[config.mk]
export PLATFORM = sky130hd
export DESIGN_NAME = gearbox_param
export DESIGN_NICKNAME = d
export VERILOG_FILES = /design/src/rtl/gearbox_param.sv
export SDC_FILE = /design/constraint.sdc
export NUM_CORES = 1
export LEC_CHECK = 0
export CAP_MARGIN = 20
export CORE_AREA = 2 2 193 195
export DETAILED_ROUTE_END_ITERATION = 10
export DIE_AREA = 0 0 195 197
export GPL_ROUTABILITY_DRIVEN = 0
export SYNTH_ARGS = -nofsm -noshare
export SYNTH_HDL_FRONTEND = slang
export SYNTH_SLANG_ARGS = --single-unit
[constraint.sdc]
create_clock -name clk -period 7.02 [get_ports clk]
set_input_delay 1.053 -clock clk [delete_from_list [all_inputs] [get_ports clk]]
set_output_delay 1.053 -clock clk [all_outputs]
set_load 0.01 [all_outputs]
[src/rtl/gearbox_param.sv]
// gearbox_param: parametrised unit-width gearbox. Packs IN_UNITS units per
// write into a circular unit buffer and presents OUT_UNITS units per word on a
// registered show-ahead output. Flush drains the buffer and emits a zero-padded
// tail word. Sticky overflow/underflow flags report misuse of the interface.
module gearbox_param #(
  parameter int unsigned UNIT_W    = 4,
  parameter int unsigned IN_UNITS  = 4,
  parameter int unsigned OUT_UNITS = 5,
  parameter int unsigned DEPTH     = 32,
  parameter int unsigned LVL_W     = $clog2(DEPTH) + 1,
  parameter int unsigned PAD_W     = $clog2(OUT_UNITS + 1)
) (
  input  logic                          clk,
  input  logic                          res,
  input  logic                          shift_in,
  input  logic [IN_UNITS*UNIT_W-1:0]    data_in,
  output logic                          full,
  input  logic                          flush,
  input  logic                          shift_out,
  output logic                          valid_out,
  output logic [OUT_UNITS*UNIT_W-1:0]   data_out,
  output logic                          last_out,
  output logic [PAD_W-1:0]              pad_units,
  output logic [LVL_W-1:0]              level,
  output logic                          overflow,
  output logic                          underflow,
  input  logic                          clr_err
);

  localparam int unsigned PTR_W = $clog2(DEPTH);

  localparam logic [LVL_W-1:0] LVL_IN   = LVL_W'(IN_UNITS);
  localparam logic [LVL_W-1:0] LVL_OUT  = LVL_W'(OUT_UNITS);
  localparam logic [LVL_W-1:0] LVL_FULL = LVL_W'(DEPTH - IN_UNITS);
  localparam logic [PTR_W-1:0] PTR_IN   = PTR_W'(IN_UNITS);
  localparam logic [PTR_W-1:0] PTR_OUT  = PTR_W'(OUT_UNITS);
  localparam logic [PAD_W-1:0] PAD_OUT  = PAD_W'(OUT_UNITS);

  typedef enum logic [0:0] {
    IDLE  = 1'b0,
    FLUSH = 1'b1
  } state_t;

  state_t state_q, state_d;

  logic [UNIT_W-1:0]           mem [DEPTH];
  logic [PTR_W-1:0]            wr_ptr, rd_ptr;
  logic                        wr_en;
  logic                        load_ok;
  logic                        norm_load;
  logic                        part_load;
  logic [LVL_W-1:0]            level_d;
  logic [OUT_UNITS*UNIT_W-1:0] load_word;

  assign full      = (level > LVL_FULL) || (state_q == FLUSH);
  assign wr_en     = shift_in && !full;
  assign load_ok   = !valid_out || shift_out;
  assign norm_load = load_ok && (level >= LVL_OUT);
  assign part_load = (state_q == FLUSH) && load_ok &&
                     (level != '0) && (level < LVL_OUT);

  // Next-state logic: flush enters FLUSH; leave once the buffer is drained or
  // the padded tail word is loaded.
  always_comb begin
    state_d = state_q;
    case (state_q)
      IDLE:    if (flush) state_d = FLUSH;
      FLUSH:   if ((level == '0) || part_load) state_d = IDLE;
      default: state_d = IDLE;
    endcase
  end

  // State register.
  always_ff @(posedge clk or posedge res) begin
    if (res) state_q <= IDLE;
    else     state_q <= state_d;
  end

  // Unit buffer write; contents are intentionally not reset.
  always_ff @(posedge clk) begin
    if (wr_en) begin
      for (int unsigned i = 0; i < IN_UNITS; i++) begin
        mem[wr_ptr + PTR_W'(i)] <= data_in[i*UNIT_W +: UNIT_W];
      end
    end
  end

  // Gather the next output word; units at or above level read as zero, which
  // yields the padded tail for a partial load (a normal load has level >= OUT_UNITS).
  always_comb begin
    load_word = '0;
    for (int unsigned i = 0; i < OUT_UNITS; i++) begin
      if (LVL_W'(i) < level) load_word[i*UNIT_W +: UNIT_W] = mem[rd_ptr + PTR_W'(i)];
    end
  end

  // Fill level: writes add IN_UNITS, normal loads remove OUT_UNITS, a partial
  // load empties the buffer (writes are blocked in FLUSH so they never coincide).
  always_comb begin
    level_d = level;
    if (wr_en)          level_d = level_d + LVL_IN;
    if (norm_load)      level_d = level_d - LVL_OUT;
    else if (part_load) level_d = level_d - level;
  end

  // Pointers and level register.
  always_ff @(posedge clk or posedge res) begin
    if (res) begin
      wr_ptr <= '0;
      rd_ptr <= '0;
      level  <= '0;
    end else begin
      level <= level_d;
      if (wr_en)          wr_ptr <= wr_ptr + PTR_IN;
      if (norm_load)      rd_ptr <= rd_ptr + PTR_OUT;
      else if (part_load) rd_ptr <= rd_ptr + level[PTR_W-1:0];
    end
  end

  // Registered show-ahead output stage.
  always_ff @(posedge clk or posedge res) begin
    if (res) begin
      valid_out <= 1'b0;
      data_out  <= '0;
      last_out  <= 1'b0;
      pad_units <= '0;
    end else if (norm_load) begin
      valid_out <= 1'b1;
      data_out  <= load_word;
      last_out  <= 1'b0;
      pad_units <= '0;
    end else if (part_load) begin
      valid_out <= 1'b1;
      data_out  <= load_word;
      last_out  <= 1'b1;
      pad_units <= PAD_OUT - PAD_W'(level);
    end else if (shift_out && valid_out) begin
      valid_out <= 1'b0;
    end
  end

  // Sticky error flags; a new error in the clearing cycle keeps the flag set.
  always_ff @(posedge clk or posedge res) begin
    if (res) begin
      overflow  <= 1'b0;
      underflow <= 1'b0;
    end else begin
      if (shift_in && full)        overflow <= 1'b1;
      else if (clr_err)            overflow <= 1'b0;
      if (shift_out && !valid_out) underflow <= 1'b1;
      else if (clr_err)            underflow <= 1'b0;
    end
  end

endmodule

==> results.cfg, run 1 <==
[layout]
n_antenna_cell = 0
finalNonFillerCells = 1293
drive_above_1_share = 0.232
multi_input_area_um2 = 5500
fillers = 3502
nets = 856
syn_to_final_growth_pct = 15.4
ff_latch_area_um2 = 4900

[grt]
grt_overflow = 0
grtUsageTotal = 0.165
antenna_found_initial = 0
grt_pass1_wl_mm = 46.9
grt_start_max_net_pins = 54
grt_pass1_vias = 7363

[power]
irDropWorstVdd_uv = 319
design_power_total_mw = 6.01
swShare = 0.428
internal-power_mw = 3.44
power.switching_mw = 2.57
seq_power_share = 0.247
static-leakage-power_nw = 4.32
power.density_nw_per_um2 = 486
pwr-share-clk = 0.155
combPwrFrac = 0.598

[timing]
finalHoldViolCount = 0
fmax_mhz = 205
fin_setup_tns_ns = 0
whs_ns = 0.481
finalCritPeriodShare = 0.696
setup-violations-final = 0
rsz0062_at_grt = false
tightest_slew_ns = 0.956
slew_headroom = 0.363
min_period_ns = 4.88
slew_violations = 0
fin_ws_ns = 2.14
final.setup_skew_ns = 0.00934

[placement]
hpwl_mm = 21.6
io_buffers = 55
post-place-ws_ns = 2.03
dp.cells = 1258

[critical_path]
start_kind = flip-flop
cp.arrival_ns = 5.20
crit_fanout = 45
crit_required_ns = 7.33
crit_chain = inv_2, ha_1, clkinv_1, buf_4, mux4_2, mux4_2, nand3_1, o211ai_1
crit_path_frequent_cell = mux4_2
slowest_delay_ns = 1.07
slowest_stage = ha_1
criticalPathCategory = reg -> reg
end_kind = flip-flop

[drt]
post_drt_via_cell_ratio = 5.72
final_antenna_net_count = 0
routedWlPerCell_um = 24.0
drc_errors = 0
via_count = 7398
detailedRoute.firstIterationViolations = 798
routed_wirelength_mm = 31.0
firstDrtPassIters = 5

[clocking]
cts.htree.levels = 4
cts_buffer_depth = 2
cts_hold_buffers = 0
clk-insertion-delay-late_ns = 0.45
ctsResizeCount = 0
tritoncts = built
cts_setup_buffers = 0
numCtsBuffers = 17
root_buffer = clkbuf_16
clkTransAtPathRegs_ns = 0.07
cts_sinks = 170

[yosys]
syn_nets = 807
yosysUniqueCellTypes = 59
syn_inst = 763
netlist_top_cells_area = edfxtp_1 (36%), mux4_2 (23%), dfrtp_1 (9.8%), mux2i_1 (3.8%), nand2_1 (3.7%)
ys.flop_type = edfxtp_1
netlist_area_um2 = 10700
async_reset_ff_frac = 0.247
netlist.area_leader.share = 0.359
yosysSeqAreaShare = 0.457
synth.largest_area_cell = edfxtp_1
syn_avg_cell_area_um2 = 14.0
yosys_warnings = 0
ys_ff_latch = 170
synth_edf_count = 128

[run]
timing.max_cap.violations = 0

[run_status]
outcome = completed

[floorplanning]
die_w_um = 195
initial_utilization = 0.296
pin_count = 56
die_area_um2 = 38400
die_h_um = 197
coreArea_um2 = 36300
core.rowCount = 70

[min_path]
hp-class = reg -> reg
-- worst max-delay path, delay by kind of cell (launching register included) --
kind / cells / cell delay (ns)
AOI/OAI and AO/OA: 1 / 0.09
adders and majority gates: 1 / 1.07
buffers and inverters: 3 / 1.66
DFF: 1 / 0.90
muxes: 2 / 0.89
and+or+nand+nor: 1 / 0.10
-- worst paths after layout --
kind / startpoint / end / slack [ns] / depth (start not counted)
setup / recovery: rd_ptr[0] / data_out[14] / 2.14 / 8
hold / removal: data_out[0] / data_out[0] / 0.48 / 2
setup reg to reg: rd_ptr[0] / data_out[14] / 2.14 / 8
hold reg to reg: data_out[0] / data_out[0] / 0.48 / 2
max in group asynchronous: res / rd_ptr[0] / 5.75 / 3
min in group asynchronous: res / data_out[2] / 0.81 / 2
-- per-stage QoR --
stage,area (um^2),util
5_1_grt,12400,0.341
6_report,12400,0.341
3_3_place_gp,11800,0.324
3_5_place_dp,11800,0.324
4_1_cts,12300,0.340
2_1_floorplan,10700,-
-- state kept, by name, indices dropped and copies added (netlist names) --
name	flops
pad_units	3
state_q	1
overflow	1
level	6
rd_ptr	5
last_out	1
wr_ptr	3
mem	128
valid_out	1
underflow	1
data_out	20
-- cell usage after synthesis, types with 2 or more instances --
cell type / count
edfxtp_1: 128
mux4_2: 110
nand2_1: 107
dfrtp_1: 42
mux2i_1: 41
nor2_1: 30
nand3_1: 23
ha_1: 21
a21oi_1: 18
inv_1: 18
clkbuf_1: 16
buf_2: 15
xnor2_1: 14
mux4_1: 12
nor2b_1: 10
o21ai_0: 10
a31oi_1: 9
buf_4: 9
mux2_2: 9
o211ai_1: 9
a211oi_1: 8
a22oi_1: 8
nor3_1: 8
xor2_1: 8
a22o_1: 7
nand2b_1: 6
nand4_1: 5
o22ai_1: 5
a221o_1: 4
and3_1: 4
buf_6: 4
o2111ai_1: 4
a2111oi_0: 3
a21o_1: 3
a32oi_1: 3
and2_1: 3
nor4_1: 3
buf_1: 2
inv_2: 2
nand3b_1: 2
o21a_1: 2
-- logic make-up after synthesis --
group | count (synthesis) | share of synthesized area
adder cells (fa/ha/maj) | 22 | 0.0264
XOR/XNOR | 24 | 0.0210
AO/OA/AOI/OAI | 102 | 0.0673
AND/OR/NAND/NOR | 203 | 0.0835
multiplexers | 173 | 0.311
flip-flops | 170 | 0.457
buffers and inverters | 69 | 0.0344
-- per-layer routing --
metal,GRT usage,routed length [um],vias up
met1,0.214,12400,3766
li1,-,-,3162
met3,0.0447,2950,58
met5,0,0,-
met4,0.0676,1140,0
met2,0.261,14500,412
-- cell usage in the layout (no fill, tap or decap), types with 3 or more instances in the layout --
cell             instances
nor3_1                   4
o2111ai_1                4
nand2b_1                 6
nor3_2                   4
o21ai_0                 10
a22oi_1                  8
a22o_1                   7
nor2_1                  30
clkbuf_16               17
mux4_1                  12
inv_8                    4
xnor2_1                 13
mux2_2                   9
inv_6                    4
nor2b_1                 10
clkdlybuf4s50_1         55
and2_1                   3
nand4_1                  5
mux2i_1                 41
a32oi_1                  3
and3_1                   4
inv_2                    3
xor2_1                   8
a21o_1                   3
nand2_1                107
dfrtp_1                 39
edfxtp_1               128
o211ai_1                 9
buf_4                   20
inv_1                   17
nand3_1                 23
a2111oi_0                3
a31oi_1                  9
o22ai_1                  5
a21oi_1                 18
ha_1                    21
mux4_2                 110
a211oi_1                 8
a221o_1                  4
-- cell type report --
class | count | area share
multi-input cells | 524 | 0.445
flip-flops and latches | 170 | 0.396
repair buffers | 78 | 0.0591
well taps | 468 | 0.0473
clock buffers | 17 | 0.0344
clock inverters | 15 | 0.0120
inverters | 21 | 0.00637
-- power by group through the flow --
stage / clock, mW / sequential (mW) / combinational (mW)
5_1_grt: 0.991 / 1.51 / 3.85
4_1_cts: 0.951 / 1.48 / 3.55
3_3_place_gp: 0 / 1.51 / 3.50
3_5_place_dp: 0 / 1.50 / 3.53
6_report: 0.932 / 1.48 / 3.60
2_1_floorplan: 0 / 1.35 / 2.77
Power figures use the tool's default switching activity.
==> run 2: changes to the inputs <==
==> constraint.sdc (replaced) <==
create_clock -name clk -period 4.75 [get_ports clk]
set_input_delay 0.7125 -clock clk [delete_from_list [all_inputs] [get_ports clk]]
set_output_delay 0.7125 -clock clk [all_outputs]
set_load 0.01 [all_outputs]
==> run 2 against run 1 <==
- sequential power rose by 48%
- clock skew shrank 0.0016 ns
- critical path depth grew 1
- critical path type unchanged
==> results.cfg, run 2 (synthesis results as in run 1) <==
[timing]
final.setup_skew_ns = 0.00773
tightest_slew_ns = 0.852
finalCritPeriodShare = 0.701
slew_headroom = 0.432
fin_setup_tns_ns = 0
setup-violations-final = 0
fmax_mhz = 300
slew_violations = 0
finalHoldViolCount = 0
rsz0062_at_grt = false
min_period_ns = 3.33

[run_status]
outcome = completed

[power]
static-leakage-power_nw = 4.35
power.density_nw_per_um2 = 723
design_power_total_mw = 8.98
irDropWorstVdd_uv = 451

[grt]
grt_start_max_net_pins = 43
grt_pass1_wl_mm = 48.4
antenna_found_initial = 0
grtUsageTotal = 0.168
grt_pass1_vias = 7339
grt_overflow = 0

[critical_path]
crit_required_ns = 5.07
rrSetupSlack_ns = 1.42
reg2regPathDepth = 9
criticalPathCategory = reg -> reg
crit_fanout = 40
cp.arrival_ns = 3.65
regToRegStartpoint = rd_ptr[0]
end_kind = flip-flop
r2r_end = data_out[7]
start_kind = flip-flop

[layout]
top_register = mem
final_cell_mix = edfxtp_1 (128), mux4_2 (110), nand2_1 (107)
largest_register_ffs = 128
multi_input_area_um2 = 5500
syn_to_final_growth_pct = 15.9
top_regs = mem: 128 flops, data_out: 20 flops, level: 6 flops
finalNonFillerCells = 1301
nets = 864
n_antenna_cell = 0
drive_above_1_share = 0.238
ff_latch_area_um2 = 4900
layout_commonest_cell = edfxtp_1
postLayoutCoreUtil = 0.342
fillers = 3530

[floorplanning]
coreArea_um2 = 36300
die_w_um = 195
die_h_um = 197
core.rowCount = 70
die_area_um2 = 38400
pin_count = 56
initial_utilization = 0.296

[clocking]
clkTransAtPathRegs_ns = 0.07
root_buffer = clkbuf_16
clk-insertion-delay-late_ns = 0.44
cts_buffer_depth = 2
tritoncts = built
numCtsBuffers = 17
cts_hold_buffers = 0
cts_setup_buffers = 0
cts_sinks = 170
ctsResizeCount = 0
cts.htree.levels = 4

[min_path]
min_path_cells = 2
min_to = data_out[0]
hp-class = reg -> reg
min_from = data_out[0]

[placement]
io_buffers = 55
hpwl_mm = 22.2
dp.cells = 1268

[drt]
drc_errors = 0
post_drt_via_cell_ratio = 5.72
detailedRoute.firstIterationViolations = 762
final_antenna_net_count = 0
via_count = 7444
routed_wirelength_mm = 31.7
firstDrtPassIters = 5
routedWlPerCell_um = 24.4

[run]
timing.max_cap.violations = 0
## run 2: how the worst max path moves through the flow
stage	from	end	slack (ns)
final	rd_ptr[0]	data_out[7]	1.42
after global routing	rd_ptr[2]	data_out[4]	1.08
after CTS	rd_ptr[0]	data_out[7]	1.42
after detailed placement	shift_in	level[4]	1.41
after global placement	shift_in	level[4]	1.46
after floorplan	level[1]	mem[0][0]	1.51
## run 2: critical path, cell delays in order, from the launching register on
cell      delay [ns]
dfrtp_4         0.84
inv_2           0.09
ha_1            0.34
clkinv_1        0.36
buf_4           0.35
nor2_1          0.56
a22oi_1         0.15
nand4_1         0.14
o211ai_1        0.09
a32o_1          0.29
## run 2: power by group
group | internal (mW) | switching, mW
combinational | 2.64 | 2.82
sequential | 1.79 | 0.399
clock | 0.686 | 0.646
total | 5.12 | 3.86
## run 2: routing by layer
metal  up-vias  GRT usage  part of all wire  wire length [um]
met5         -          0                 0                 0
met4         0     0.0447             0.023               724
met1      3834      0.230              0.42             13300
met3        62     0.0440             0.085              2710
met2       368      0.267              0.47             15000
li1       3180          -                 -                 -
## run 2: final cells by class
type / instances / share of cell area
multi-input combinational: 524 / 0.443
sequential: 170 / 0.395
timing repair buffer: 86 / 0.0647
tap: 468 / 0.0472
clock buffer: 19 / 0.0349
clock inverter: 13 / 0.00907
inverter: 21 / 0.00635
## run 2: per-stage QoR
stage	setup slack, ns	hold WS [ns]	cell area, um^2
5_1_grt	1.08	0.509	12400
3_5_place_dp	1.41	0.473	11800
4_1_cts	1.42	0.490	12400
6_report	1.42	0.480	12400
3_3_place_gp	1.46	0.473	11800
2_1_floorplan	1.51	0.479	10700
